===== config.mk =====
export PLATFORM = sky130hd
export DESIGN_NAME = sccb_config_sequencer
export DESIGN_NICKNAME = d
export VERILOG_FILES = /design/src/rtl/sccb_config_sequencer.sv
export SDC_FILE = /design/constraint.sdc
export NUM_CORES = 1
export LEC_CHECK = 0
export BUFFER_PORTS_ARGS = -buffer_cell sky130_fd_sc_hd__clkbuf_2
export CORE_ASPECT_RATIO = 1.25
export CORE_MARGIN = 1.5
export CORE_UTILIZATION = 45
export DETAILED_ROUTE_END_ITERATION = 10
export PLACE_DENSITY = 0.75
export REMOVE_ABC_BUFFERS = 1
export SYNTH_ARGS = -nofsm -noshare
export SYNTH_HDL_FRONTEND = slang
export SYNTH_SLANG_ARGS = --single-unit

===== constraint.sdc =====
create_clock -name clk_i -period 4.03 [get_ports clk_i]
set_input_delay 0.2015 -clock clk_i [delete_from_list [all_inputs] [get_ports clk_i]]
set_output_delay 0.2015 -clock clk_i [all_outputs]
set_load 0.02 [all_outputs]

===== src/rtl/sccb_config_sequencer.sv =====
// sccb_config_sequencer: walks a ROM register table and issues SCCB writes, with camera reset/power-up and retries.
// Rev 1.0
`default_nettype none

module sccb_config_sequencer #(
  parameter logic [7:0] DEVICE_ADDR   = 8'h42,
  parameter int         NUM_REGS      = 128,
  parameter int         RESET_DELAY   = 1000,
  parameter int         POWERUP_DELAY = 100000,
  parameter int         DELAY_CYCLES  = 1000000,
  parameter int         MAX_RETRIES   = 3,
  localparam int        AW            = (NUM_REGS > 1) ? $clog2(NUM_REGS) : 1
) (
  input  logic          clk_i,
  input  logic          reset_i,
  input  logic          start_i,
  output logic [AW-1:0] rom_addr_o,
  input  logic [15:0]   rom_data_i,
  output logic          req_valid_o,
  input  logic          req_ready_i,
  output logic [7:0]    req_dev_addr_o,
  output logic [7:0]    req_reg_addr_o,
  output logic [7:0]    req_data_o,
  input  logic          ack_valid_i,
  input  logic          ack_error_i,
  output logic          reset_cmos_o,
  output logic          busy_o,
  output logic          done_o,
  output logic          error_o,
  output logic [AW-1:0] reg_index_o
);

  localparam int MAXD_A = (RESET_DELAY > POWERUP_DELAY) ? RESET_DELAY : POWERUP_DELAY;
  localparam int MAXD   = (MAXD_A > DELAY_CYCLES) ? MAXD_A : DELAY_CYCLES;
  localparam int CW     = (MAXD > 1) ? $clog2(MAXD) : 1;
  localparam int RW     = (MAX_RETRIES > 0) ? $clog2(MAX_RETRIES + 1) : 1;

  localparam logic [AW-1:0] LAST_IDX  = AW'(NUM_REGS - 1);
  localparam logic [RW-1:0] RETRY_MAX = RW'(MAX_RETRIES);
  localparam logic [15:0]   END_MARK  = 16'hFFFF;
  localparam logic [15:0]   DLY_MARK  = 16'hFFF0;

  typedef enum logic [3:0] {
    S_IDLE,
    S_CMOS_RST,
    S_PWR_WAIT,
    S_FETCH,
    S_DECODE,
    S_SEND,
    S_WAIT_ACK,
    S_DELAY,
    S_DONE,
    S_FAIL
  } state_t;

  state_t        state_q, state_d;
  logic [CW-1:0] cnt_q, cnt_d;
  logic [AW-1:0] idx_q, idx_d;
  logic [RW-1:0] retry_q, retry_d;
  logic [7:0]    dev_q, dev_d;
  logic [7:0]    reg_q, reg_d;
  logic [7:0]    val_q, val_d;
  logic          advance;

  // Counter terminates at zero, so loading N-1 gives exactly N cycles in state; N=0 behaves as 1.
  function automatic logic [CW-1:0] delay_load(input int n);
    return (n <= 1) ? '0 : CW'(n - 1);
  endfunction

  always_ff @(posedge clk_i) begin
    if (!reset_i) begin
      state_q <= S_IDLE;
      cnt_q   <= '0;
      idx_q   <= '0;
      retry_q <= '0;
      dev_q   <= '0;
      reg_q   <= '0;
      val_q   <= '0;
    end else begin
      state_q <= state_d;
      cnt_q   <= cnt_d;
      idx_q   <= idx_d;
      retry_q <= retry_d;
      dev_q   <= dev_d;
      reg_q   <= reg_d;
      val_q   <= val_d;
    end
  end

  always_comb begin
    state_d = state_q;
    cnt_d   = cnt_q;
    idx_d   = idx_q;
    retry_d = retry_q;
    dev_d   = dev_q;
    reg_d   = reg_q;
    val_d   = val_q;
    advance = 1'b0;

    case (state_q)
      S_IDLE, S_DONE, S_FAIL: begin
        if (start_i) begin
          state_d = S_CMOS_RST;
          cnt_d   = delay_load(RESET_DELAY);
          idx_d   = '0;
          retry_d = '0;
        end
      end
      S_CMOS_RST: begin
        if (cnt_q == '0) begin
          state_d = S_PWR_WAIT;
          cnt_d   = delay_load(POWERUP_DELAY);
        end else begin
          cnt_d = cnt_q - CW'(1);
        end
      end
      S_PWR_WAIT: begin
        if (cnt_q == '0) begin
          state_d = S_FETCH;
          idx_d   = '0;
        end else begin
          cnt_d = cnt_q - CW'(1);
        end
      end
      S_FETCH: state_d = S_DECODE;
      S_DECODE: begin
        if (rom_data_i == END_MARK) begin
          state_d = S_DONE;
        end else if (rom_data_i == DLY_MARK) begin
          state_d = S_DELAY;
          cnt_d   = delay_load(DELAY_CYCLES);
        end else begin
          state_d = S_SEND;
          dev_d   = DEVICE_ADDR;
          reg_d   = rom_data_i[15:8];
          val_d   = rom_data_i[7:0];
        end
      end
      S_SEND: begin
        if (req_ready_i) state_d = S_WAIT_ACK;
      end
      S_WAIT_ACK: begin
        if (ack_valid_i) begin
          if (!ack_error_i) begin
            retry_d = '0;
            advance = 1'b1;
          end else if (retry_q < RETRY_MAX) begin
            retry_d = retry_q + RW'(1);
            state_d = S_SEND;
          end else begin
            state_d = S_FAIL;
          end
        end
      end
      S_DELAY: begin
        if (cnt_q == '0) advance = 1'b1;
        else             cnt_d   = cnt_q - CW'(1);
      end
      default: state_d = S_IDLE;
    endcase

    // The last table slot ends the run even without an end marker; the index never wraps.
    if (advance) begin
      if (idx_q == LAST_IDX) begin
        state_d = S_DONE;
      end else begin
        idx_d   = idx_q + AW'(1);
        state_d = S_FETCH;
      end
    end
  end

  assign rom_addr_o     = idx_q;
  assign reg_index_o    = idx_q;
  assign req_valid_o    = (state_q == S_SEND);
  assign req_dev_addr_o = dev_q;
  assign req_reg_addr_o = reg_q;
  assign req_data_o     = val_q;
  assign reset_cmos_o   = (state_q != S_CMOS_RST);
  assign busy_o         = (state_q != S_IDLE) && (state_q != S_DONE) && (state_q != S_FAIL);
  assign done_o         = (state_q == S_DONE);
  assign error_o        = (state_q == S_FAIL);

endmodule

`default_nettype wire


; Word level (Yosys, flattened, before mapping)
; Cells that the tools add are included.
[classes]
n_addsub = 3
n_mul = 0
div_mod_pow = 0
n_lt_le_gt_ge = 1
eq_ne = 28
shift = 0
n_mux = 32
bitwise = 2
reduce_logical = 13
[ops]
columns = cell, count
row1 = two-way mux 20 bit, 5
row2 = one-hot mux 20 bit (4 select lines), 1
row3 = two-way mux 4 bit, 10
row4 = "== test 16 bit, second input constant", 2
row5 = one-hot mux 4 bit (8 select lines), 1
row6 = two-way mux 7 bit, 4
row7 = zero test 20 bit, 1
row8 = "subtractor 20 x 1 -> 20 bit, second input constant", 1
row9 = "inequality test 3 bit, second input constant", 6
row10 = "== test 4 x 3 -> 1 bit, second input constant", 4
row11 = one-hot mux 7 bit (2 select lines), 1
row12 = "inequality test 2 bit, second input constant", 6
row13 = two-way mux 2 bit, 5
row14 = "== test 4 x 2 -> 1 bit, second input constant", 2
row15 = "== test 4 bit, second input constant", 2
row16 = "inequality test 4 bit, second input constant", 2
row17 = nonzero test 4 bit, 2
row18 = "adder 7 x 1 -> 7 bit, second input constant", 1
row19 = "== test 7 bit, second input constant", 1
row20 = AND reduction 7 bit, 1
row21 = AND reduction 5 bit, 1
row22 = "== test 4 x 1 -> 1 bit, second input constant", 1
row23 = zero test 4 bit, 1
row24 = "inequality test 4 x 1 -> 1 bit, second input constant", 1
row25 = 13 further kinds, 17
[totals]
regBits = 50
latchBits = 0
mem_bits_rw = 0
mem_bits_ro = 0
out_inout_bits = 43
n_memories = 0

; Depth between registers and ports, before layout
[logic_depth]
ltp_word = 6
depth_mapped = 9

; Worst setup path after synthesis
; Ideal clock, no wire load.
[synth_path]
path_kind = register to register
from = register cnt_q[0]
to = register state_q[2]
arrival_time_ps = 2094
t_required_ps = 3902
path_slack_ps = 1808
stages_incl_launch_ff = 9
period_less_slack_ps = 2222
cell_sequence = dfxtp_1 inv_1 ha_1 nor3b_2 nand4_4 or3_4 a221oi_4 mux2i_1 nor2_1
[synth_between]
elab_chain_cells = 5
word_cells_on_any_way = 12
classes_between = eq/ne (7) / mux (3) / reduce/logical (2)
[synth_lines]
columns = element, line
row1 = "start, declared", 57  ; logic [CW-1:0] cnt_q, cnt_d;
row2 = "start signal, assigned", 81  ; cnt_q <= cnt_d;
row3 = zero test 20 bit (*), "110, 118, 156"
row4 = two-way mux 1 bit, 156  ; if (cnt_q == '0) advance = 1'b1;
row5 = one-hot mux 1 bit (2 select lines), 100  ; case (state_q)
row6 = "inequality test 3 bit (no line), or another cell as far along", n/a
row7 = AND reduction 7 bit (no line), n/a
row8 = "end signal, assigned", 80  ; state_q <= state_d;
row9 = "end, declared", 56  ; state_t state_q, state_d;
; Mark *: on every way between the ends. The rest lies on a longest branch, timed or not.
; A chain may end at the register's enable or synchronous reset.

; Worst setup path in the final report
[layout_path]
from = register state_q[2]
to = register cnt_q[14]
[layout_between]
elab_chain_cells = 4
word_cells_on_any_way = 16
classes_between = eq/ne (10) / mux (1) / reduce/logical (5)
[layout_lines]
columns = element, line
row1 = "== test 4 bit, or another cell as far along", 100
row2 = OR reduction 3 bit / OR reduction 2 bit (equally long branches), n/a
row3 = inequality test 2 bit (no line) / nonzero test 4 bit (equally long branches), n/a
row4 = AND reduction 5 bit (no line), n/a
; Several ways; a longest one is shown, not always the timed one.

==> summary.md <==
| Metric | Value |
|---|---|
| Status | complete, no violations |
| Hpwl dp | 5220 um |
| Worst path buffer plus inverter count | 0 |
| HP Class | in2reg |
| Synthesis-to-layout area growth | 9.92% |
| Peak Freq | around 320 MHz |
| Combinational share of power | 49.7% |
| Remaining antenna violation count after routing | 0 |
| Number of synthesized register bits | 50 |
| Critical path class | reg2reg |
| RSZ-0062 raised after global routing | false |
| PD cells | 631 nW/um^2 |
| CTS H-tree depth | 2 |
| Resized Gates After CTS | 0 |
| Syn. warnings | 0 |
| Worst-path clk slew | ~0.090 ns |
| Post-CTS Setup Repair Bufs | 0 |
| Setup_tns | 0 ns |
| Sw frac | 46.1% |
| Die Y | around 96 um |
| Io pins | 65 |
| Design Power | between 2 and 2.5 mW |
| Full die area | approximately 7400 sq um |
| R2R Path End | cnt_q[14] |
| DIE WIDTH | 77.1 um |
| Worst hold stages | 3 |
| DR WL/cell | ~14 um |
| Critical Path RT | between 4 and 5 ns |
| Sequential area share after synthesis | 32.4% |
| Num CTS Buffers | 5 |
| FP Rows | 33 |
| Hold path start | rom_data_i[15] |
| # DRC | 0 |
| Max-Cap Viols | 0 |
| Flop pwr share | 33.8% |
| Hold_ws | approximately 0.15 ns |
| Reg2reg path depth | 6 |
| Startpoint types | flip-flop |
| # setup viols final | 0 |
| First-pass GRT wire length | ~12000 um |
| Pin count of the biggest net entering global routing | 32 |
| Sw power | slightly below 1 mW |
| Most common cell after layout, fill and taps aside | clkbuf_2 |
| CTS Hold Bufs | 0 |
| Initial core utilization | around 47% |
| Reg2Reg Setup Slack | 0.88 ns |
| Drt total wl | ~7300 um |
| Pre-CTS setup slack | between 0.9 and 1 ns |
| Final global-route overflow total | 0 |
| Crit path max fanout | 28 |
| Count of cell types in the netlist | 66 |
| Post-synth top flop | dfxtp_1 |
| Worst slew margin | approximately a third |
| Clock network fraction of design power | 16.5% |
| Root Driver | clkbuf_8 |
| Worst-skew pair later-pin latency | 0.30 ns |
| Layout cell share with drive strength beyond 1 | around a fifth |
| Hold Path End | req_reg_addr_o[7] |
| CTS tree | yes |
| Mean Syn Cell Area | 8.14 sq um |
| Sequence of cells on the critical path | xnor3_1 > nor2_2 > o22ai_1 > a21oi_2 > nand3_1 > o32ai_1 |
| EDFF count, synth | 0 |
| Final setup margin | 0.877 ns |
| Mapped cell area | between 3000 and 4000 sq um |
| Clk sink count | 50 |
| Worst slew pin tran | 1.01 ns |
| Fin. Hold Viols | 0 |
| Gr usage total | 20.4% |
| Final cycle utilization of the critical path | between 70% and 80% |
| Crit path DAT | about 3.4 ns |
| Vias per inst | about 6 |
| VDD IR max | 0.000389 V |
| Initial antenna violation count | 0 |
| Cells after synthesis | 380 |
| Max Slew Vio Count | 0 |
| Number of global-route vias before repair | between 2000 and 3000 |
| Count of nets after finishing | ~440 |
| CP max stage delay | just under 0.9 ns |
| Critical-path top delay cell | dfxtp_1 |
| DRT Pass-1 Iters | 6 |
| DR iter-0 viols | ~290 |
| Via Count | 2961 |
| Internal | roughly 1.2 mW |
| GP Congestion | slightly below 0.9 |
| Clock Tree Buf Depth | 2 |
| Asr flop ratio synth | 0% |
| R2r startpoint | state_q[2] |
| Filler Cells Inserted | between 600 and 700 |
| Kind of cell adding the most delay to the critical path | compound AO/OA/AOI/OAI gates |
| Crit end category | flip-flop |
| Static Leakage | 1.32 nW |
| Antenna Cells | 0 |
| Port Buffers | 58 |
| Max Clock Skew | about 0.011 ns |
| Commonest non-fill, non-tap cells in the layout | clkbuf_2 (58), dfxtp_1 (50), nor2_1 (42), o21ai_0 (32), nand2_1 (32) |
| Total core area | 6610 sq um |
| Crit path time final | 3.15 ns |
-- synth_stat cells, drive strengths merged (3+ instances only) --
library cell  number  area share (%)
o31a               3            0.85
a21oi             33             5.6
ha                 3             1.2
or3                6             1.4
o31ai              4            0.97
nor2              43             5.3
nand4              7             1.9
nand3             16             2.6
nor4               7             2.3
or4                5             1.5
buf               19             4.2
nor2b              5             1.0
a32o               3            0.97
a211oi             3            0.73
dfxtp             50              32
inv               10             1.2
nand2             32             3.9
a31oi              7             1.4
nand2b             6             1.2
mux2i             18             5.8
o22ai              7             1.6
nor3              10             2.1
clkbuf            13             3.2
o21ai             33             5.5
-- power by group through the flow --
stage	sequential (mW)	clock [mW]	combinational, mW
2_1_floorplan	0.706	0	0.797
6_report	0.725	0.353	1.07
3_3_place_gp	0.725	0	1.03
3_5_place_dp	0.730	0	1.04
4_1_cts	0.720	0.359	1.05
5_1_grt	0.742	0.381	1.18
-- metrics by stage --
stage	utilization (%)	std cells	area [sq um]
floorplan	-	352	2870
CTS	51.4	507	3400
finish	51.4	507	3400
global placement	49.8	499	3290
detailed placement	49.8	499	3290
global route	51.4	507	3400
-- worst max path at each step --
stage                         end  cells past startpoint        from
floorplan           req_data_o[0]                      4  state_q[2]
global placement        cnt_q[14]                      6  state_q[2]
detailed placement      cnt_q[14]                      6  state_q[2]
CTS                     cnt_q[14]                      6  state_q[2]
global route            cnt_q[14]                      6  state_q[2]
finish                  cnt_q[14]                      6  state_q[2]
-- kinds of logic after synthesis --
family                     synth area share [%]
AOI/OAI and AO/OA                          23.4
xor gates and xnor gates                   1.58
adders and majority gates                  1.21
buffers and inverters                      8.98
DFF                                        32.4
muxes                                      5.83
other                                     0.121
and+or+nand+nor                            26.5
-- layout make-up --
type | count | area (sq um) | area share (%)
clock buffer | 5 | 68.8 | 2.03
clock inverter | 3 | 40.0 | 1.18
inverter | 10 | 37.5 | 1.10
multi-input combinational | 292 | 1840 | 54.1
sequential | 50 | 1000 | 29.5
tap | 87 | 109 | 3.20
timing repair buffer | 60 | 305 | 8.98
-- tightest hold or removal path: stages --
cell and delay, ns:
clkbuf_2 0.09, mux2i_1 0.06, nor2_1 0.07
-- registers in the layout (all words and copies together), names as in the netlist --
register / cells
state_q: 4
retry_q: 2
reg_index_o: 7
cnt_q: 20
req_reg_addr_o: 8
req_data_o: 8
req_dev_addr_o: 1
-- layer usage --
metal | GRT usage (%) | routed length (um)
met4 | 8.64 | 131
met3 | 3.92 | 431
met5 | 0 | 0
met1 | 24.4 | 3140
met2 | 35.9 | 3640
No activity file was read; power rests on OpenSTA's default activity.
